--- config.mk ---
export PLATFORM = sky130hd
export DESIGN_NAME = fetch_unit_flat
export DESIGN_NICKNAME = d
export VERILOG_FILES = /design/src/rtl/fetch_unit_if.sv /design/src/rtl/fetch_unit.sv /design/src/flat_wrapper.sv
export SDC_FILE = /design/constraint.sdc
export NUM_CORES = 1
export LEC_CHECK = 0
export CORE_UTILIZATION = 50
export DETAILED_ROUTE_END_ITERATION = 10
export DONT_BUFFER_PORTS = 1
export GPL_ROUTABILITY_DRIVEN = 0
export PLACE_DENSITY = 0.75
export SLEW_MARGIN = 10
export SYNTH_ARGS = -nofsm -noshare
export SYNTH_HDL_FRONTEND = slang
export SYNTH_SLANG_ARGS = --single-unit
export TNS_END_PERCENT = 30
--- constraint.sdc ---
create_clock -name clk -period 2.7 [get_ports clk]
set_input_delay 0 -clock clk [delete_from_list [all_inputs] [get_ports clk]]
set_output_delay 0 -clock clk [all_outputs]
set_load 0.03 [all_outputs]
--- src/rtl/fetch_unit_if.sv ---
// Fetch stage bus: instruction-memory port plus decoder-side
// valid/ready handshake, redirect input and fetched-word outputs.
interface fetch_unit_if;
  logic        imem_req;
  logic [31:0] imem_addr;
  logic        imem_rvalid;
  logic [31:0] imem_rdata;
  logic        instr_valid;
  logic        instr_ready;
  logic        PCSrc;
  logic [31:0] PCTarget;
  logic [31:0] Instr;
  logic [6:0]  op;
  logic [2:0]  funct3;
  logic        funct75;
  logic [31:0] PC;
  logic [31:0] PCPlus4;
  logic        misaligned;
  logic [31:0] instret;

  modport master (
    output imem_req, imem_addr,
    input  imem_rvalid, imem_rdata,
    output instr_valid,
    input  instr_ready, PCSrc, PCTarget,
    output Instr, op, funct3, funct75,
    output PC, PCPlus4, misaligned, instret
  );

  modport slave (
    input  imem_req, imem_addr,
    output imem_rvalid, imem_rdata,
    input  instr_valid,
    output instr_ready, PCSrc, PCTarget,
    input  Instr, op, funct3, funct75,
    input  PC, PCPlus4, misaligned, instret
  );
endinterface

--- src/rtl/fetch_unit.sv ---
// Instruction fetch: holds PC, one outstanding imem request,
// registers the returned word and hands it to the decoder.
module fetch_unit #(
  parameter logic [31:0] RESET_PC  = 32'h0000_0000,
  parameter logic [31:0] NOP_INSTR = 32'h0000_0013
) (
  input logic         clk,
  input logic         rst_n,
  fetch_unit_if.master bus
);

  typedef enum logic [1:0] {
    FETCH,
    WAIT,
    VALID
  } state_t;

  state_t      state;
  state_t      nstate;
  logic [31:0] pc_q;
  logic [31:0] instr_q;
  logic [31:0] instret_q;
  logic [31:0] pc_plus4;
  logic        mis_q;
  logic        drop_q;
  logic        req;
  logic        vld;
  logic        hs;
  logic        take;

  assign pc_plus4 = pc_q + 32'd4;
  assign hs       = vld & bus.instr_ready;
  assign take     = (state == WAIT) & bus.imem_rvalid;

  // A reset landing in WAIT leaves a response in flight; keep waiting
  // for it so it can be discarded.
  always_ff @(posedge clk) begin
    if (!rst_n)
      state <= (state == WAIT) ? WAIT : FETCH;
    else
      state <= nstate;
  end

  always_comb begin
    nstate = state;
    unique case (state)
      FETCH: nstate = WAIT;
      WAIT:  if (bus.imem_rvalid)
               nstate = drop_q ? FETCH : VALID;
      VALID: if (hs) nstate = FETCH;
      default: nstate = FETCH;
    endcase
  end

  always_comb begin
    req = 1'b0;
    vld = 1'b0;
    unique case (state)
      FETCH: req = rst_n;
      VALID: vld = rst_n;
      default: ;
    endcase
  end

  always_ff @(posedge clk) begin
    if (!rst_n) begin
      pc_q      <= RESET_PC;
      instr_q   <= NOP_INSTR;
      instret_q <= 32'd0;
      mis_q     <= 1'b0;
      drop_q    <= (state == WAIT);
    end else begin
      mis_q <= hs & bus.PCSrc & (|bus.PCTarget[1:0]);
      if (take) begin
        if (drop_q)
          drop_q <= 1'b0;
        else
          instr_q <= bus.imem_rdata;
      end
      if (hs) begin
        instret_q <= instret_q + 32'd1;
        instr_q   <= NOP_INSTR;
        pc_q      <= bus.PCSrc ?
                     {bus.PCTarget[31:2], 2'b00} :
                     pc_plus4;
      end
    end
  end

  assign bus.imem_req    = req;
  assign bus.imem_addr   = pc_q;
  assign bus.instr_valid = vld;
  assign bus.Instr       = instr_q;
  assign bus.op          = instr_q[6:0];
  assign bus.funct3      = instr_q[14:12];
  assign bus.funct75     = instr_q[30];
  assign bus.PC          = pc_q;
  assign bus.PCPlus4     = pc_plus4;
  assign bus.misaligned  = mis_q;
  assign bus.instret     = instret_q;

endmodule

--- src/flat_wrapper.sv ---
// flat-port wrapper written by rule: the top's interface ports become plain ports
module fetch_unit_flat 
#(
  parameter logic [31:0] RESET_PC  = 32'h0000_0000,
  parameter logic [31:0] NOP_INSTR = 32'h0000_0013
)
  (clk, rst_n, bus_imem_req, bus_imem_addr, bus_imem_rvalid, bus_imem_rdata, bus_instr_valid, bus_instr_ready, bus_PCSrc, bus_PCTarget, bus_Instr, bus_op, bus_funct3, bus_funct75, bus_PC, bus_PCPlus4, bus_misaligned, bus_instret);
  fetch_unit_if bus_i ();
  input logic clk;
  input logic rst_n;
  output wire logic [$bits(bus_i.imem_req)-1:0] bus_imem_req;
  output wire logic [$bits(bus_i.imem_addr)-1:0] bus_imem_addr;
  input wire logic [$bits(bus_i.imem_rvalid)-1:0] bus_imem_rvalid;
  input wire logic [$bits(bus_i.imem_rdata)-1:0] bus_imem_rdata;
  output wire logic [$bits(bus_i.instr_valid)-1:0] bus_instr_valid;
  input wire logic [$bits(bus_i.instr_ready)-1:0] bus_instr_ready;
  input wire logic [$bits(bus_i.PCSrc)-1:0] bus_PCSrc;
  input wire logic [$bits(bus_i.PCTarget)-1:0] bus_PCTarget;
  output wire logic [$bits(bus_i.Instr)-1:0] bus_Instr;
  output wire logic [$bits(bus_i.op)-1:0] bus_op;
  output wire logic [$bits(bus_i.funct3)-1:0] bus_funct3;
  output wire logic [$bits(bus_i.funct75)-1:0] bus_funct75;
  output wire logic [$bits(bus_i.PC)-1:0] bus_PC;
  output wire logic [$bits(bus_i.PCPlus4)-1:0] bus_PCPlus4;
  output wire logic [$bits(bus_i.misaligned)-1:0] bus_misaligned;
  output wire logic [$bits(bus_i.instret)-1:0] bus_instret;
  assign bus_imem_req = bus_i.imem_req;
  assign bus_imem_addr = bus_i.imem_addr;
  assign bus_i.imem_rvalid = bus_imem_rvalid;
  assign bus_i.imem_rdata = bus_imem_rdata;
  assign bus_instr_valid = bus_i.instr_valid;
  assign bus_i.instr_ready = bus_instr_ready;
  assign bus_i.PCSrc = bus_PCSrc;
  assign bus_i.PCTarget = bus_PCTarget;
  assign bus_Instr = bus_i.Instr;
  assign bus_op = bus_i.op;
  assign bus_funct3 = bus_i.funct3;
  assign bus_funct75 = bus_i.funct75;
  assign bus_PC = bus_i.PC;
  assign bus_PCPlus4 = bus_i.PCPlus4;
  assign bus_misaligned = bus_i.misaligned;
  assign bus_instret = bus_i.instret;
  fetch_unit #(.RESET_PC(RESET_PC), .NOP_INSTR(NOP_INSTR)) u_core (.clk(clk), .rst_n(rst_n), .bus(bus_i));
endmodule
==> reports/results.ini, run 1 <==
[timing]
timing.setup.tns_ps = 0
slew_violations = 0
period_share_pct = 94.74
period_minus_slack_ps = 2558
skew_ps = 11.45
max_freq_mhz = 390.9
rsz0062_at_grt = false
worst_slew_pin_slew_ps = 1065
slew_headroom_pct = 29.01
setup_viol = 0
hold_viol = 0

[clock_network]
worst_skew_pair.late_latency_ps = 360
postCtsSetupRepairBufs = 0
cts-resized-gates = 0
cts_tree = done
cts_root_buffer = clkbuf_8
h-tree-depth = 3
clk_path_buf_depth = 2
path_clk_slew_ps = 100
cts_buffers = 9
clock_sinks = 98

[placement]
io_buffers = 0
dp_hpwl_um = 10160

[logic_synthesis]
synthSimpleGateAreaFrac_pct = 25.80
syn-cell-area_um2 = 5107
ys_types = 45
synth_seq_area_share_pct = 39.00
synth_fa_ha_area_share_pct = 0.4900
yosys_warnings = 0
synth_edf_count = 3
syn-instance-count = 653
synth_mux_area_share_pct = 0.1960
ys_ff_latch = 98
synth_compound_area_share_pct = 14.01
synth_top_family_by_area = simple AND/OR/NAND/NOR gates
yosys.area.top_type = dfxtp_1
synthFlopType = dfxtp_1
postSynth.asyncResetShare_pct = 0
syn_avg_cell_area_um2 = 7.821
synth.area.top_cells = dfxtp_1, nand2_1, buf_4, a21oi_1, xor2_1
synth-xor-area-share_pct = 9.236
yosysTopAreaCellShare_pct = 37.24

[floorplanning]
start_util_pct = 52.01
dieHeight_um = 103.1
core_um2 = 9819
ioPinCount = 243
placementRows = 36
die_w_um = 103.1
dieArea_um2 = 10620

[drt]
wl_per_cell_um = 17.62
drtIter0Drc = 198
drt_wl_total_um = 15130
drc = 0
avgViaCountPerCell = 5.760
ant_nets = 0
vias = 4948
firstDrtPassIters = 5

[global_route]
antenna_found_initial = 0
grt_max_degree = 54
grtUsageTotal_pct = 27.42
overflow = 0
grt_pass1_vias = 4625
grt_first_pass_wirelength_um = 22310

[cells_and_area]
drive_gt1_share_pct = 13.36
final_nets = 793
antenna_cells = 0
area_delta_synth_final_pct = 22.07
finish.utilization_pct = 63.49

[power_and_ir_drop]
peakVddDrop_v = 0.0003936
power_density_nw_per_um2 = 588.2
leakage_nw = 2.433

[worst_setup_path]
slowest_delay_ps = 730
cp-start-kind = flip-flop
slowest_stage = or4_1
criticalPathCategory = flip-flop to output port
cp.arrival_ps = 2560
cp_max_fo = 6
crit_chain = nand4_2, or4_1, or4_4, xnor2_2, buf_4
ff2ff_path_depth = 5
worst_ep_required_time_ps = 2700
cp-end-kind = output port

[outcome]
status = complete, no violations

[run]
cap_viol_max_count = 0

[worst_hold_path]
hp-class = input port to flip-flop
holdPathStages = 3

-- placed cells by master, fill, tap and decap left out, drive strengths merged, types with 4 or more instances in the layout --
cell         Yosys  layout
clkbuf          38      11
and2             4       4
nand3           36      36
o22ai            9       9
nand2          104     104
nor3            13      13
o2bb2ai          7       7
dfxtp           95      95
nor2            50      50
a22oi            5       5
nor4            15      15
a21oi           54      54
inv             12      14
buf             51      75
o21ai           30      30
xor2            28      28
o31a             4       4
nand4           19      19
conb             1       6
xnor2           25      25
a32oi            4       4
dlygate4sd3      0      67
or3              6       6
and3            12      12
and4             6       6
-- worst max-delay path, delay by kind of cell, from the launching register on --
| kind | cells | cell delay [ps] |
|---|---|---|
| buffers and inverters | 1 | 190 |
| DFF | 1 | 370 |
| xor gates and xnor gates | 1 | 170 |
| and+or+nand+nor | 3 | 1470 |
-- state kept, by name, indices dropped and copies added, names as in the netlist --
register               cells
u_core.bus.Instr          32
u_core.bus.PC             30
u_core.bus.instret        32
u_core.bus.misaligned      1
u_core.drop_q              1
u_core.state               2
-- through the flow --
step                      instances  total power [mW]  hold slack [ps]  setup slack [ps]  area (um^2)
final                           859             3.667            69.26             142.1         6235
after global routing            859             3.812            80.50             3.892         6235
after detailed placement        776             2.544            134.7             451.6         5326
after global placement          776             2.518            129.5             539.1         5326
after floorplan                 658             2.441            124.3             59.05         5126
after CTS                       859             3.671            42.90             144.8         6235
-- what timing repair did --
item                                    in CTS  in global routing
endpoints found under the setup margin       0                  0
hold endpoints to repair                    78                  0
hold buffers                                68                  0
-- cell families after synthesis --
group / count (synthesis)
and+or+nand+nor: 276
AOI/OAI and AO/OA: 121
buffers and inverters: 101
DFF: 98
xor gates and xnor gates: 53
adders and majority gates: 2
other: 1
muxes: 1
-- routing by layer --
metal,up-vias,share of wire [%],GRT usage [%]
met2,267,50,48.67
li1,2341,-,-
met4,0,2.7,13.54
met1,2302,39,30.43
met5,-,0,0
met3,38,8.7,7.051
-- final timing paths --
check / end / slack (ps) / from
hold / removal: u_core.bus.PC[13] / 70 / bus_PCSrc
setup / recovery: bus_PCPlus4[27] / 140 / u_core.bus.PC[12]
setup reg to reg: u_core.bus.PC[27] / 460 / u_core.bus.PC[12]
hold reg to reg: u_core.bus.PC[3] / 510 / u_core.bus.PC[3]
-- cell usage after synthesis, types with 6 or more instances --
master	instances
a21oi_1	54
and3_1	12
buf_4	47
clkbuf_1	36
dfxtp_1	95
inv_1	12
nand2_1	104
nand3_1	36
nand4_1	18
nor2_1	50
nor3_1	13
nor4_1	15
o21ai_0	30
o22ai_1	9
o2bb2ai_1	7
or3_1	6
xnor2_1	24
xor2_1	28
-- power breakdown --
group	leakage [nW]	switching, mW	total (mW)	internal (mW)
clock	0.108	0.532	1.04	0.512
sequential	0.801	0.287	1.86	1.57
combinational	1.52	0.504	0.767	0.263
-- cell type report --
type | count | area, um^2
clock buffer | 11 | 162.7
clock inverter | 4 | 55.05
fill | 839 | 3585
inverter | 12 | 45.04
multi-input combinational | 459 | 2567
sequential | 98 | 1992
tap | 133 | 166.4
timing repair buffer | 142 | 1246
Note: power is estimated with default switching activity, not from simulation.
==> run 2: changes to the inputs <==
- BUFFER_PORTS_ARGS: default -> -buffer_cell sky130_fd_sc_hd__buf_4
- DONT_BUFFER_PORTS: 1 -> default
- PLACE_DENSITY: 0.75 -> 0.95
- clock period: 2.7 -> 3.2 ns (I/O delays scaled with it)
==> run 2 against run 1 <==
  * Non-clock buffer count increased by 164
  * Utilization increased by 12 points
  * Hold slack got worse by 57 ps
  * Critical path depth unchanged
  * Cell count increased by 19%
  * Clock-buffer cell count decreased by 1
  * Worst setup slack improved by 280 ps
  * Critical path type unchanged
==> reports/results.ini, run 2 (synthesis results as in run 1) <==
[drt]
ant_nets = 0  ; unchanged
drtIter0Drc = 379  ; +91%
drt_wl_total_um = 16530  ; +9.2%
firstDrtPassIters = 5  ; unchanged
avgViaCountPerCell = 5.524  ; -4.1%
wl_per_cell_um = 16.14  ; -8.4%
vias = 5657  ; +14%
drc = 0  ; unchanged

[placement]
place_area_um2 = 6610  ; +24%
io_buffers = 236  ; +236
pre_cts_ws_ps = 789.5  ; +337.9 ps
dp_hpwl_um = 10580  ; +4.1%

[clock_network]
hold_buffers = 61  ; -10%
path_clk_slew_ps = 110  ; about the same
cts_buffers = 9  ; unchanged
clk_path_buf_depth = 2  ; unchanged
cts_root_buffer = clkbuf_8
clock_sinks = 98  ; unchanged
cts-resized-gates = 0  ; unchanged
cts_tree = done
postCtsSetupRepairBufs = 0  ; unchanged
worst_skew_pair.late_latency_ps = 360  ; about the same
h-tree-depth = 3  ; unchanged

[worst_setup_path]
slowest_stage = or4_1
worst_ep_required_time_ps = 3200  ; +500 ps
cp_max_fo = 12  ; +6
cp-start-kind = flip-flop
path_buf_inv = 1  ; unchanged
cp.arrival_ps = 2780  ; +220 ps
crit_family = simple AND/OR/NAND/NOR gates
criticalPathCategory = flip-flop to output port
crit_chain = nand4_2, or4_1, or4_4, xnor2_2, buf_4
cp-end-kind = output port
slowest_delay_ps = 730  ; about the same

[timing]
timing.setup.tns_ps = 0  ; unchanged
max_freq_mhz = 360.1
period_share_pct = 86.79
hold_viol = 0  ; unchanged
worst_slew_pin_slew_ps = 1036  ; -29.19 ps
slew_violations = 0  ; unchanged
period_minus_slack_ps = 2777
rsz0062_at_grt = false
skew_ps = 17.40  ; +5.954 ps
setup_viol = 0  ; unchanged
slew_headroom_pct = 30.95  ; +1.9 points
fin_ws_ps = 422.8  ; +280.7 ps

[floorplanning]
die_w_um = 103.1  ; unchanged
dieHeight_um = 103.1  ; unchanged
ioPinCount = 243  ; unchanged
placementRows = 36  ; unchanged
core_um2 = 9819  ; unchanged
dieArea_um2 = 10620  ; unchanged
start_util_pct = 52.01  ; unchanged

[cells_and_area]
final_cell_mix = buf_4, nand2_1, dfxtp_1
antenna_cells = 0  ; unchanged
drive_gt1_share_pct = 30.08  ; +17 points
area_delta_synth_final_pct = 45.12
final_nets = 957  ; +21%
final_area_um2 = 7412  ; +19%
layout_commonest_cell = buf_4

[global_route]
busiest_layer = met2
use_met3_pct = 6.237  ; -0.81 points
grt_pass1_vias = 5245  ; +13%
antenna_found_initial = 0  ; unchanged
met1_usage_pct = 36.95  ; +6.5 points
grt_first_pass_wirelength_um = 25230  ; +13%
grtUsageTotal_pct = 30.59  ; +3.2 points
use_met2_pct = 51.23  ; +2.6 points
grt_max_degree = 57  ; +5.6%
overflow = 0  ; unchanged

[worst_hold_path]
hp-class = input port to flip-flop

[power_and_ir_drop]
peakVddDrop_v = 0.0003343  ; -15%
power_density_nw_per_um2 = 436.3  ; -26%
power_mw = 3.234  ; -12%
leakage_nw = 3.268  ; +34%

[run]
cap_viol_max_count = 0  ; unchanged

[outcome]
status = complete, no violations

run 2: cell types whose count changed in the layout (fill, tap and decap cells not counted):
cell           previous run  this run
dlygate4sd3_1            67        61
buf_4                    74       245
inv_6                     2         4
clkbuf_16                 1         0
buf_12                    1         0
inv_8                     0         1
bufinv_16                 1         0
run 2: final cells by class:
type / count / area (um^2)
Multi-Input combinational cell: 459 / 2567
Fill cell: 680 / 2407
Clock inverter: 6 / 53.80
Timing Repair Buffer: 306 / 2450
Tap cell: 133 / 166.4
Clock buffer: 10 / 137.6
Sequential cell: 98 / 1992
Inverter: 12 / 45.04
run 2: power by group:
group	internal (mW)	switching [mW]
sequential	1.32	0.103
clock	0.322	0.484
combinational	0.384	0.616
run 2: through the flow:
stage          hold WS (ps)  utilization [%]  cells
6_report              11.86            75.48   1024
5_1_grt               18.04            75.48   1024
4_1_cts               6.063            75.48   1024
3_5_place_dp          221.2            67.32    947
3_3_place_gp          206.8            67.32    947
2_1_floorplan         124.3                -    658
run 2: layer usage:
layer / part of all wire (%) / routed length, um / up-vias
met4: 3.3 / 550 / 0
met2: 50 / 8202 / 318
met3: 8.6 / 1425 / 57
li1: - / - / 2672
met1: 38 / 6350 / 2610
met5: 0 / 0 / -
run 2: path summary, 6_finish.rpt:
kind / slack (ps) / endpoint / startpoint / cells after the start
worst max-delay path: 420 / bus_PCPlus4[27] / u_core.bus.PC[9] / 5
worst min-delay path: 10 / u_core.bus.PC[18] / bus_PCTarget[18] / 4
worst max register to register: 710 / u_core.bus.PC[27] / u_core.bus.PC[9] / 5
worst min register to register: 470 / u_core.bus.Instr[22] / u_core.bus.Instr[22] / 2
run 2: worst reg2reg max path, delay by kind of cell (launching register included):
| kind | cells | cell delay, ps |
|---|---|---|
| AOI/OAI and AO/OA | 1 | 160 |
| and+or+nand+nor | 3 | 1520 |
| xor gates and xnor gates | 1 | 150 |
| DFF | 1 | 580 |
